==> src/rtl/board_column_decoder_if.sv <==
// rtl/board_column_decoder_if.sv - one-hot column word stream into the board column decoder
interface board_column_decoder_if #(
    parameter int N = 8
);
    logic [N-1:0] column_content;
    logic         col_valid;
    logic         col_ready;

    modport master (
        output column_content,
        output col_valid,
        input  col_ready
    );

    modport slave (
        input  column_content,
        input  col_valid,
        output col_ready
    );
endinterface

==> src/rtl/board_column_decoder.sv <==
// rtl/board_column_decoder.sv - decodes N one-hot column words into a packed row-index solution
module board_column_decoder #(
    parameter int N     = 8,
    parameter int ROW_W = $clog2(N)
) (
    input  logic                   clk,
    input  logic                   rst,
    input  logic                   start,
    board_column_decoder_if.slave  col,
    output logic [ROW_W-1:0]       row_out,
    output logic                   row_out_valid,
    output logic [N*ROW_W-1:0]     rows,
    output logic                   error,
    output logic [ROW_W-1:0]       err_col,
    output logic                   busy,
    output logic                   done
);
    typedef enum logic [1:0] {IDLE, COLLECT, DONE} state_t;

    localparam logic [ROW_W-1:0] LAST_COL = ROW_W'(N - 1);
    localparam logic [N-1:0]     ONE      = N'(1);

    state_t           state;
    logic [ROW_W-1:0] col_idx;
    logic [ROW_W-1:0] dec_row;
    logic             dec_bad;
    logic             xfer;

    // Scanning downwards leaves the lowest set bit as the final winner.
    function automatic logic [ROW_W-1:0] lowest_set(input logic [N-1:0] w);
        logic [ROW_W-1:0] idx;
        idx = '0;
        for (int i = N - 1; i >= 0; i--) begin
            if (w[i]) begin
                idx = ROW_W'(i);
            end
        end
        return idx;
    endfunction

    always_comb begin
        dec_row = lowest_set(col.column_content);
        dec_bad = (col.column_content == '0) ||
                  ((col.column_content & (col.column_content - ONE)) != '0);
        xfer    = (state == COLLECT) && col.col_valid;
    end

    always_ff @(posedge clk) begin
        if (rst) begin
            state         <= IDLE;
            col_idx       <= '0;
            col.col_ready <= 1'b0;
            busy          <= 1'b0;
            done          <= 1'b0;
            row_out       <= '0;
            row_out_valid <= 1'b0;
            rows          <= '0;
            error         <= 1'b0;
            err_col       <= '0;
        end else begin
            row_out_valid <= 1'b0;
            done          <= 1'b0;
            case (state)
                IDLE: begin
                    if (start) begin
                        state         <= COLLECT;
                        col_idx       <= '0;
                        rows          <= '0;
                        error         <= 1'b0;
                        err_col       <= '0;
                        col.col_ready <= 1'b1;
                        busy          <= 1'b1;
                    end
                end
                COLLECT: begin
                    if (xfer) begin
                        rows[col_idx*ROW_W +: ROW_W] <= dec_row;
                        row_out                      <= dec_row;
                        row_out_valid                <= 1'b1;
                        if (dec_bad) begin
                            error <= 1'b1;
                            if (!error) begin
                                err_col <= col_idx;
                            end
                        end
                        // Last column: ready drops so the DONE cycle accepts nothing.
                        if (col_idx == LAST_COL) begin
                            state         <= DONE;
                            col.col_ready <= 1'b0;
                            busy          <= 1'b0;
                            done          <= 1'b1;
                        end else begin
                            col_idx <= col_idx + 1'b1;
                        end
                    end
                end
                DONE: begin
                    state <= IDLE;
                end
                default: begin
                    state <= IDLE;
                end
            endcase
        end
    end
endmodule

==> src/flat_wrapper.sv <==
// flat-port wrapper written by rule: the top's interface ports become plain ports
module board_column_decoder_flat 
#(
    parameter int N     = 8,
    parameter int ROW_W = $clog2(N)
)
  (clk, rst, start, row_out, row_out_valid, rows, error, err_col, busy, done, col_column_content, col_col_valid, col_col_ready);
  board_column_decoder_if #(.N(N)) col_i ();
  input  logic clk;
  input  logic rst;
  input  logic start;
  output logic [ROW_W-1:0] row_out;
  output logic row_out_valid;
  output logic [N*ROW_W-1:0] rows;
  output logic error;
  output logic [ROW_W-1:0] err_col;
  output logic busy;
  output logic done;
  input wire logic [$bits(col_i.column_content)-1:0] col_column_content;
  input wire logic [$bits(col_i.col_valid)-1:0] col_col_valid;
  output wire logic [$bits(col_i.col_ready)-1:0] col_col_ready;
  assign col_i.column_content = col_column_content;
  assign col_i.col_valid = col_col_valid;
  assign col_col_ready = col_i.col_ready;
  board_column_decoder #(.N(N), .ROW_W(ROW_W)) u_core (.clk(clk), .rst(rst), .start(start), .col(col_i), .row_out(row_out), .row_out_valid(row_out_valid), .rows(rows), .error(error), .err_col(err_col), .busy(busy), .done(done));
endmodule
==> config.mk <==
export PLATFORM = sky130hd
export DESIGN_NAME = board_column_decoder_flat
export DESIGN_NICKNAME = d
export VERILOG_FILES = /design/src/rtl/board_column_decoder_if.sv /design/src/rtl/board_column_decoder.sv /design/src/flat_wrapper.sv
export SDC_FILE = /design/constraint.sdc
export NUM_CORES = 1
export LEC_CHECK = 0
export BUFFER_PORTS_ARGS = -buffer_cell sky130_fd_sc_hd__buf_2
export CORE_ASPECT_RATIO = 0.75
export CORE_UTILIZATION = 52
export DETAILED_ROUTE_END_ITERATION = 10
export GPL_TIMING_DRIVEN = 0
export PLACE_DENSITY = 0.84
export RECOVER_POWER = 50
export SLEW_MARGIN = 5
export SYNTH_ARGS = -nofsm -noshare
export SYNTH_HDL_FRONTEND = slang
export SYNTH_SLANG_ARGS = --single-unit
==> constraint.sdc <==
create_clock -name clk -period 2.3 [get_ports clk]
set_input_delay 0.345 -clock clk [delete_from_list [all_inputs] [get_ports clk]]
set_output_delay 0.345 -clock clk [all_outputs]
set_load 0.005 [all_outputs]
* Yosys cells after proc, flatten, opt, wreduce, memory -nomap -nowiden
Cells that the tools add are included.
** Word-level totals
- Bits of input ports :: 12
- Register bits :: 39
- Memory bits (writable) :: 0
- Word-level logic and storage cells :: 75
- Output and inout port bits :: 35
- Bits in read-only memories :: 0
- Memories :: 0
- Latch bits :: 0
** Operators by class
- Reduce and logical (&&, ||, !) cells :: 15
- Multiply operators :: 1
- Shift-type cells :: 2
- Magnitude comparators :: 0
- Divide/modulo/power cells :: 0
- Mux-type cells :: 34
- Eq/ne operators :: 8
- Bitwise operators :: 3
- Add/subtract/negate cells :: 3
** Operator list (count)
- 24-bit 2-to-1 mux :: 2
- 24-bit case mux with 2 select lines :: 1
- 3-bit 2-to-1 mux :: 14
- 5-bit negator with 34-bit output :: 1
- 3-bit by 34-bit variable shift with 24-bit output, first input constant :: 1
- 3-bit by 34-bit indexed part select with 24-bit output :: 1
- 24-bit bitwise mux :: 1
- 3-bit case mux with 2 select lines :: 2
- 4-bit AND reduction :: 3
- 8-bit AND :: 1
- 8-bit logical NOT :: 1
- 1-bit 2-to-1 mux :: 8
- 2-bit != test, second input constant :: 4
- 8-bit nonzero test :: 1
- 8-bit by 1-bit subtractor with 8-bit output, second input constant :: 1
- 2-bit 2-to-1 mux :: 3
- 3-bit AND reduction :: 2
- 3-bit by 2-bit multiplier with 5-bit output, second input constant :: 1
- 5-bit AND reduction :: 1
- 2-bit by 1-bit != test with 1-bit output, second input constant :: 2
- 1-bit case mux with 2 select lines :: 2
- 2-bit case mux with 2 select lines :: 1
- 3-bit by 1-bit adder with 3-bit output, second input constant :: 1
- 3-bit == test, second input constant :: 1
- other kinds (9) :: 10

* Logic depth before layout (Yosys ltp)
Gate-level depths: netlist (run 1).
- Word-level depth :: 12
- Mapped depth :: 8
- Gate-level depth less buffers :: 7

* Worst setup path after synthesis (run 1)
Ideal clock, no wire load.
- Path type :: reg2reg
- Start point :: reg u_core.col_idx[0]
- End point :: reg u_core.rows[22]
- Period minus slack after synthesis :: 1.821 ns
- Setup slack :: 0.479 ns
- Path buffers :: 1
- Data arrival time :: 1.694 ns
- Stages on the path, launching flop included :: 9
- Data required time :: 2.172 ns
- Library setup time :: 0.128 ns
- Cells stage by stage :: dfxtp_1 -> clkbuf_1 -> inv_1 -> ha_1 -> xor2_1 -> a21o_1 -> nand2_1 -> a22oi_1 -> nor2_1
** On the way
- Word-level cells in the longest chain between the ends :: 6
- Elaborated cells between the ends (all ways) :: 7
- Classes of those cells :: 1 x add/sub; 1 x mul; 2 x shift; 3 x mux
** RTL lines
- start: declaration :: RTL line board_column_decoder.sv:24 : logic [ROW_W-1:0] col_idx;
- start signal: assignment :: RTL line board_column_decoder.sv:93 : col_idx <= col_idx + 1'b1;
- 3-bit by 2-bit multiplier with 5-bit output (*) :: RTL line board_column_decoder.sv:77 : rows[col_idx*ROW_W +: ROW_W] <= dec_row;
- 5-bit negator with 34-bit output (*) :: RTL line board_column_decoder.sv:77
- 3-bit by 34-bit indexed part select with 24-bit output or 3-bit by 34-bit variable shift with 24-bit output (tied branches) :: RTL line board_column_decoder.sv:77
- 24-bit bitwise mux (*) :: RTL line board_column_decoder.sv:77
- 24-bit 2-to-1 mux (*) :: RTL line board_column_decoder.sv:76 : if (xfer) begin
- 24-bit case mux with 2 select lines (*) :: RTL line board_column_decoder.sv:63 : case (state)
- end signal: indexed assignment :: RTL line board_column_decoder.sv:77
- end: declaration :: RTL line board_column_decoder.sv:12 : output logic [N*ROW_W-1:0] rows,
Mark *: on every way between the ends. The rest lies on a longest branch, timed or not. The select of a mux whose other input is x is not followed.
A chain may end at the register's enable or synchronous reset.

* Final worst setup path (run 1)
- Start point :: reg u_core.col_idx[0]
- End point :: reg u_core.rows[19]
Same word-level chain as after synthesis.

==> results of run 1 <==
==> path summary, 6_finish.rpt <==
path	slack [ns]	end	depth (start not counted)
min reg2reg	0.46	u_core.rows[21]$_SDFFE_PP0P_	2
max	0.19	u_core.rows[19]$_SDFFE_PP0P_	8
min	0.37	u_core.busy$_SDFFE_PP0P_	2
max reg2reg	0.19	u_core.rows[19]$_SDFFE_PP0P_	8
==> layer usage <==
layer	vias to the layer above	wire (µm)	GRT usage [%]
met1	865	2260	33.0
li1	898	-	-
met2	73	1920	38.1
met3	7	322	5.34
met5	-	0	0
met4	0	60	10.5
==> area by class of cell <==
cell class	instances	area share, %
Multi-Input combinational cell	167	46.6
Sequential cell	39	34.9
Timing Repair Buffer	45	8.96
Clock buffer	6	3.70
Buffer	12	2.52
Tap cell	40	2.24
Inverter	5	0.840
Clock inverter	1	0.224
==> stage by stage <==
| stage | hold WS, ns | util (%) |
|---|---|---|
| floorplan | 0.448 | - |
| global placement | 0.444 | 64.2 |
| detailed placement | 0.447 | 64.2 |
| CTS | 0.378 | 66.8 |
| global route | 0.386 | 66.1 |
| finish | 0.372 | 66.1 |
==> sequential cells by signal (all words and copies together) (netlist names) <==
| name | count |
|---|---|
| u_core.col_idx | 3 |
| u_core.err_col | 3 |
| u_core.busy | 1 |
| u_core.done | 1 |
| u_core.row_out | 3 |
| u_core.state | 2 |
| u_core.error | 1 |
| u_core.rows | 24 |
| u_core.row_out_valid | 1 |
==> cells by family after synthesis <==
group	share of synthesized area, %
multiplexers	0.529
flip-flops	41.2
buffers and inverters	3.96
AND/OR/NAND/NOR	23.0
XOR/XNOR	0.925
adder cells (fa/ha/maj)	3.83
AO/OA/AOI/OAI	26.5
==> power by group through the flow <==
stage                     Clock [W]  Sequential, W  Combinational (W)
after floorplan                   0       0.000706           0.000117
after global placement            0       0.000706           0.000171
after detailed placement          0       0.000706           0.000175
after CTS                  0.000467       0.000691           0.000177
after global routing       0.000497       0.000692           0.000194
final                      0.000464       0.000691           0.000179
==> worst max-delay path: stages (launching register included) <==
cell	delay, ns
dfxtp_1	0.37
clkbuf_1	0.31
inv_1	0.12
ha_1	0.32
xor2_2	0.32
a21o_1	0.18
nand2_1	0.10
a22oi_1	0.21
nor2_1	0.06
==> layout by cell type, fill, tap and decap left out, drive strengths merged, types with 2 or more instances in the layout <==
cell type and count:
dfxtp 39, clkbuf 33, nor2 32, buf 30
nand2 28, a21oi 18, a22oi 16, o211ai 10
a21o 9, nand3 7, ha 5, nor3 5
inv 4, o21ai 4, nand2b 3, o22ai 3
a211oi 3, nor2b 2, a21boi 2, and3 2
clkinv 2, and2 2
==> run_results.csv, run 1 <==
group,metric,value,unit
power_and_ir_drop,power,0.00133,W
floorplan,io_pins,47,
setup_path,path_class,"reg2reg",
setup_path,cp-startpoint,"u_core.col_idx[0]$_SDFFE_PP0P_",
clock_tree,clockBufferDepth,2,
yosys,ys_ff_latch,39,
job,drv_cap,0,
setup_path,cp.required,2.47,ns
finish,fillers,307,
clock_tree,post_cts_resized,0,
routing,viasPerCell,5.85,
floorplan,start_util,56.0,%
clock_tree,clk_pin_slew,0.07,ns
sta,tns,0,ns
power_and_ir_drop,switching_share,26.5,%
yosys,yosysTopAreaCell,"dfxtp_1",
yosys,synth-edff-count,0,
yosys,ys_seq_area_share,41.2,%
yosys,synthesis.area,1890,µm²
floorplan,die-area,3890,µm²
setup_path,cp-end-kind,"register",
finish,multi_input_area,1040,µm²
clock_tree,clock-sinks,39,
placement,gp_congestion,0.933,
clock_tree,clkLatencyLatePin,0.29,ns
hold_path,hold_path.class,"in2reg",
sta,rsz0062_at_grt,"no",
routing,wire_per_inst,14.5,µm
clock_tree,root_buffer,"clkbuf_8",
power_and_ir_drop,power_frac_clock,34.8,%
grt,grt_max_degree,12,
routing,first_pass_iters,4,
hold_path,min_from,"rst",
finish,stdcell_area,2230,µm²
yosys,yosysTopAreaCellShare,41.2,%
clock_tree,post_cts_buffers,0,
sta,tightest_slew,0.978,ns
setup_path,cp_max_fo,8,
outcome,status,"finished, final reports clean",
finish,diodes,0,
setup_path,r2r-start,"u_core.col_idx[0]$_SDFFE_PP0P_",
sta,final_hold_viol_count,0,
power_and_ir_drop,switching_power,0.000354,W
finish,layout-drive-gt1-share,17.5,%
placement,port_buffers,45,
placement,hpwl,3320,µm
grt,grt_pass1_wl,7070,µm
finish,fin_nets,292,
power_and_ir_drop,p_int,0.000980,W
yosys,synthCells,223,
clock_tree,cts_buffers,5,
routing,dr_total_vias,1843,
floorplan,die_x,71.7,µm
sta,setup_viol,0,
setup_path,critical_path.startpoint_type,"register",
power_and_ir_drop,seqPwrFrac,51.8,%
clock_tree,hold_buffers,0,
placement,preCtsSetupSlack,0.131,ns
sta,fin_crit_sh,91.8,%
yosys,synthTopCellsByArea,"dfxtp_1 (41%), a22oi_1 (6.3%), nor2_1 (6.3%)",
grt,grt_usage,24.3,%
setup_path,worstPathArrival,2.28,ns
routing,drc,0,
yosys,ys_types,44,
yosys,syn_nets,240,
yosys,yosys_warnings,0,
floorplan,core-area,3380,µm²
sta,setup_slack,0.189,ns
placement,place_area,2170,µm²
clock_tree,h-tree-depth,2,
sta,fin_crit,2.11,ns
clock_tree,cts_tree,"done",
yosys,netlist_top_cells_count,"dfxtp_1 (39), nor2_1 (32), nand2_1 (28)",
sta,max_freq,474,MHz
sta,slew_violations,0,
power_and_ir_drop,power.density,597,nW/µm²
routing,wl,4560,µm
power_and_ir_drop,ir_drop,390,µV
power_and_ir_drop,pwr-share-comb,13.4,%
yosys,synth_ff_type,"dfxtp_1",
sta,max-slew-margin-rel,34.7,%
yosys,synthArstFlopShare,0,%
finish,stdcell_count,315,
sta,clock_skew,0.00500,ns
finish,synthToLayoutAreaGrowth,18.0,%
routing,drt-initial-drc-count,113,
placement,dp.cells,308,
yosys,yosysMostFrequentCell,"dfxtp_1",
yosys,syn_avg_cell_area,8.49,µm²
floorplan,fp.dieH,54.3,µm
power_and_ir_drop,p_leak,0.908,nW
floorplan,row_count,18,
grt,antenna_found_initial,0,
grt,grt_overflow,0,
finish,regArea,781,µm²
grt,grt_pass1_vias,1505,
routing,ant_nets,0,
No activity file was read; power rests on OpenSTA's default activity.
==> run 2, diff against run 1 <==
--- a/config.mk
+++ b/config.mk
@@ -7,9 +7,10 @@
 export LEC_CHECK = 0
 export BUFFER_PORTS_ARGS = -buffer_cell sky130_fd_sc_hd__buf_2
+export CAP_MARGIN = 20
 export CORE_ASPECT_RATIO = 0.75
-export CORE_UTILIZATION = 52
+export CORE_UTILIZATION = 40
 export DETAILED_ROUTE_END_ITERATION = 10
 export GPL_TIMING_DRIVEN = 0
-export PLACE_DENSITY = 0.84
+export PLACE_DENSITY = 0.69
 export RECOVER_POWER = 50
 export SLEW_MARGIN = 5
==> constraint.sdc (replaced) <==
create_clock -name clk -period 2.3 [get_ports clk]
set_input_delay 0.23 -clock clk [delete_from_list [all_inputs] [get_ports clk]]
set_output_delay 0.23 -clock clk [all_outputs]
set_load 0.005 [all_outputs]
==> run_results.csv, run 2 (synthesis results as in run 1) <==
group,metric,value,unit
grt,grt_overflow,0,
finish,layout_common_cells,"dfxtp_1 (39), buf_2 (32), nor2_1 (32)",
sta,tns,0,ns
power_and_ir_drop,ir_drop,427,µV
placement,gp_congestion,0.855,
clock_tree,cts_tree,"done",
floorplan,io_pins,47,
sta,setup_viol,0,
setup_path,cp_cell_sequence,"clkbuf_1 > inv_1 > ha_1 > xor2_2 > a21o_1 > nand2_1 > a22oi_1 > nor2_1",
setup_path,cp_max_fo,8,
finish,fillers,455,
sta,final_hold_viol_count,0,
floorplan,row_count,21,
power_and_ir_drop,p_leak,0.931,nW
sta,tightest_slew,0.982,ns
setup_path,cp.required,2.46,ns
floorplan,core-area,4490,µm²
sta,slew_violations,0,
clock_tree,root_buffer,"clkbuf_8",
grt,grt_usage,20.1,%
routing,ant_nets,0,
placement,port_buffers,45,
finish,layout-drive-gt1-share,18.5,%
outcome,status,"finished, final reports clean",
clock_tree,clock-sinks,39,
floorplan,fp.dieH,61.6,µm
routing,drc,0,
finish,diodes,0,
clock_tree,post_cts_buffers,0,
setup_path,worstRegToRegCells,8,
floorplan,die-area,5010,µm²
placement,hpwl,3400,µm
finish,final_common_cell,"dfxtp_1",
grt,grt_pass1_wl,7380,µm
sta,fin_crit_sh,92.9,%
sta,setup_slack,0.164,ns
routing,wl,4690,µm
sta,rsz0062_at_grt,"no",
setup_path,worstPathArrival,2.30,ns
placement,dp.cells,325,
routing,first_pass_iters,4,
placement,preCtsSetupSlack,0.0811,ns
clock_tree,clockBufferDepth,2,
routing,viasPerCell,5.43,
routing,wire_per_inst,14.1,µm
placement,place_area,2190,µm²
setup_path,path_class,"reg2reg",
routing,dr_total_vias,1803,
hold_path,min_path_cells,2,
grt,grt_max_degree,12,
clock_tree,clkLatencyLatePin,0.29,ns
sta,max-slew-margin-rel,34.4,%
finish,largest_reg_flops,24,
setup_path,slowest_stage,"dfxtp_1",
clock_tree,hold_buffers,0,
clock_tree,cts_buffers,5,
clock_tree,clk_pin_slew,0.08,ns
grt,antenna_found_initial,0,
sta,max_freq,468,MHz
power_and_ir_drop,power,0.00143,W
sta,clock_skew,0.00592,ns
clock_tree,h-tree-depth,2,
finish,synthToLayoutAreaGrowth,20.2,%
finish,top_register,"u_core.rows",
hold_path,hold_path.class,"in2reg",
finish,stdcell_area,2280,µm²
setup_path,slowest_delay,0.36,ns
finish,fin_nets,292,
floorplan,start_util,42.1,%
job,drv_cap,0,
finish,stdcell_count,332,
setup_path,cp-end-kind,"register",
setup_path,critical_path.startpoint_type,"register",
routing,drt-initial-drc-count,120,
floorplan,die_x,81.4,µm
power_and_ir_drop,power.density,627,nW/µm²
sta,fin_crit,2.14,ns
grt,grt_pass1_vias,1484,
## run 2: changes by cell type in the layout (fill, tap and decap cells not counted), sizes merged
cell    delta
buf        +4
clkbuf     -4
bufinv     +1
clkinv     -1
## run 2: stage by stage
| stage | util, % | hold slack, ns |
|---|---|---|
| after CTS | 51.0 | 0.250 |
| after global routing | 50.7 | 0.286 |
| after floorplan | - | 0.429 |
| final | 50.7 | 0.255 |
| after global placement | 48.7 | 0.440 |
| after detailed placement | 48.7 | 0.448 |
## run 2: final cells by class
cell class	count	area, µm²	share of cell area, %
Buffer	12	56.3	2.47
Clock buffer	6	72.6	3.19
Clock inverter	1	30.0	1.32
Inverter	5	18.8	0.825
Multi-Input combinational cell	167	1040	45.7
Sequential cell	39	781	34.3
Tap cell	57	71.3	3.13
Timing Repair Buffer	45	205	9.02
## run 2: path summary, 6_finish.rpt
path / start / to / slack [ns]
setup / recovery: u_core.col_idx[0]$_SDFFE_PP0P_ / u_core.rows[22]$_SDFFE_PP0P_ / 0.16
setup reg to reg: u_core.col_idx[0]$_SDFFE_PP0P_ / u_core.rows[22]$_SDFFE_PP0P_ / 0.16
hold reg to reg: u_core.rows[0]$_SDFFE_PP0P_ / u_core.rows[0]$_SDFFE_PP0P_ / 0.46
hold / removal: rst / u_core.busy$_SDFFE_PP0P_ / 0.26
## run 2: worst max-delay path: cells and delay by family, from the launching register on
family	cells	cell delay (ns)
compound gates	2	0.41
flops	1	0.36
xor+xnor	1	0.33
simple gates	2	0.15
buf+inv	2	0.43
fa+ha+maj	1	0.32
## run 2: repair_timing
action / 4_1_cts / 5_1_grt
resized for setup: 0 / 2
hold endpoints to repair: 0 / 0
endpoints found under the setup margin: 0 / 13
## run 2: where the power goes
group / switching, W / leakage, nW / internal (W)
logic: 0.000118 / 0.564 / 0.0000603
clock network: 0.000239 / 0.0513 / 0.000318
registers: 0.00000652 / 0.315 / 0.000684
## run 2: routing by layer
layer	global-route usage [%]	up-vias	wire length [µm]	part of all wire, %
met5	0	-	0	0
met4	6.89	0	61	1.3
met3	4.89	7	247	5.3
met2	27.4	55	1880	40
met1	30.2	845	2510	53
li1	-	896	-	-
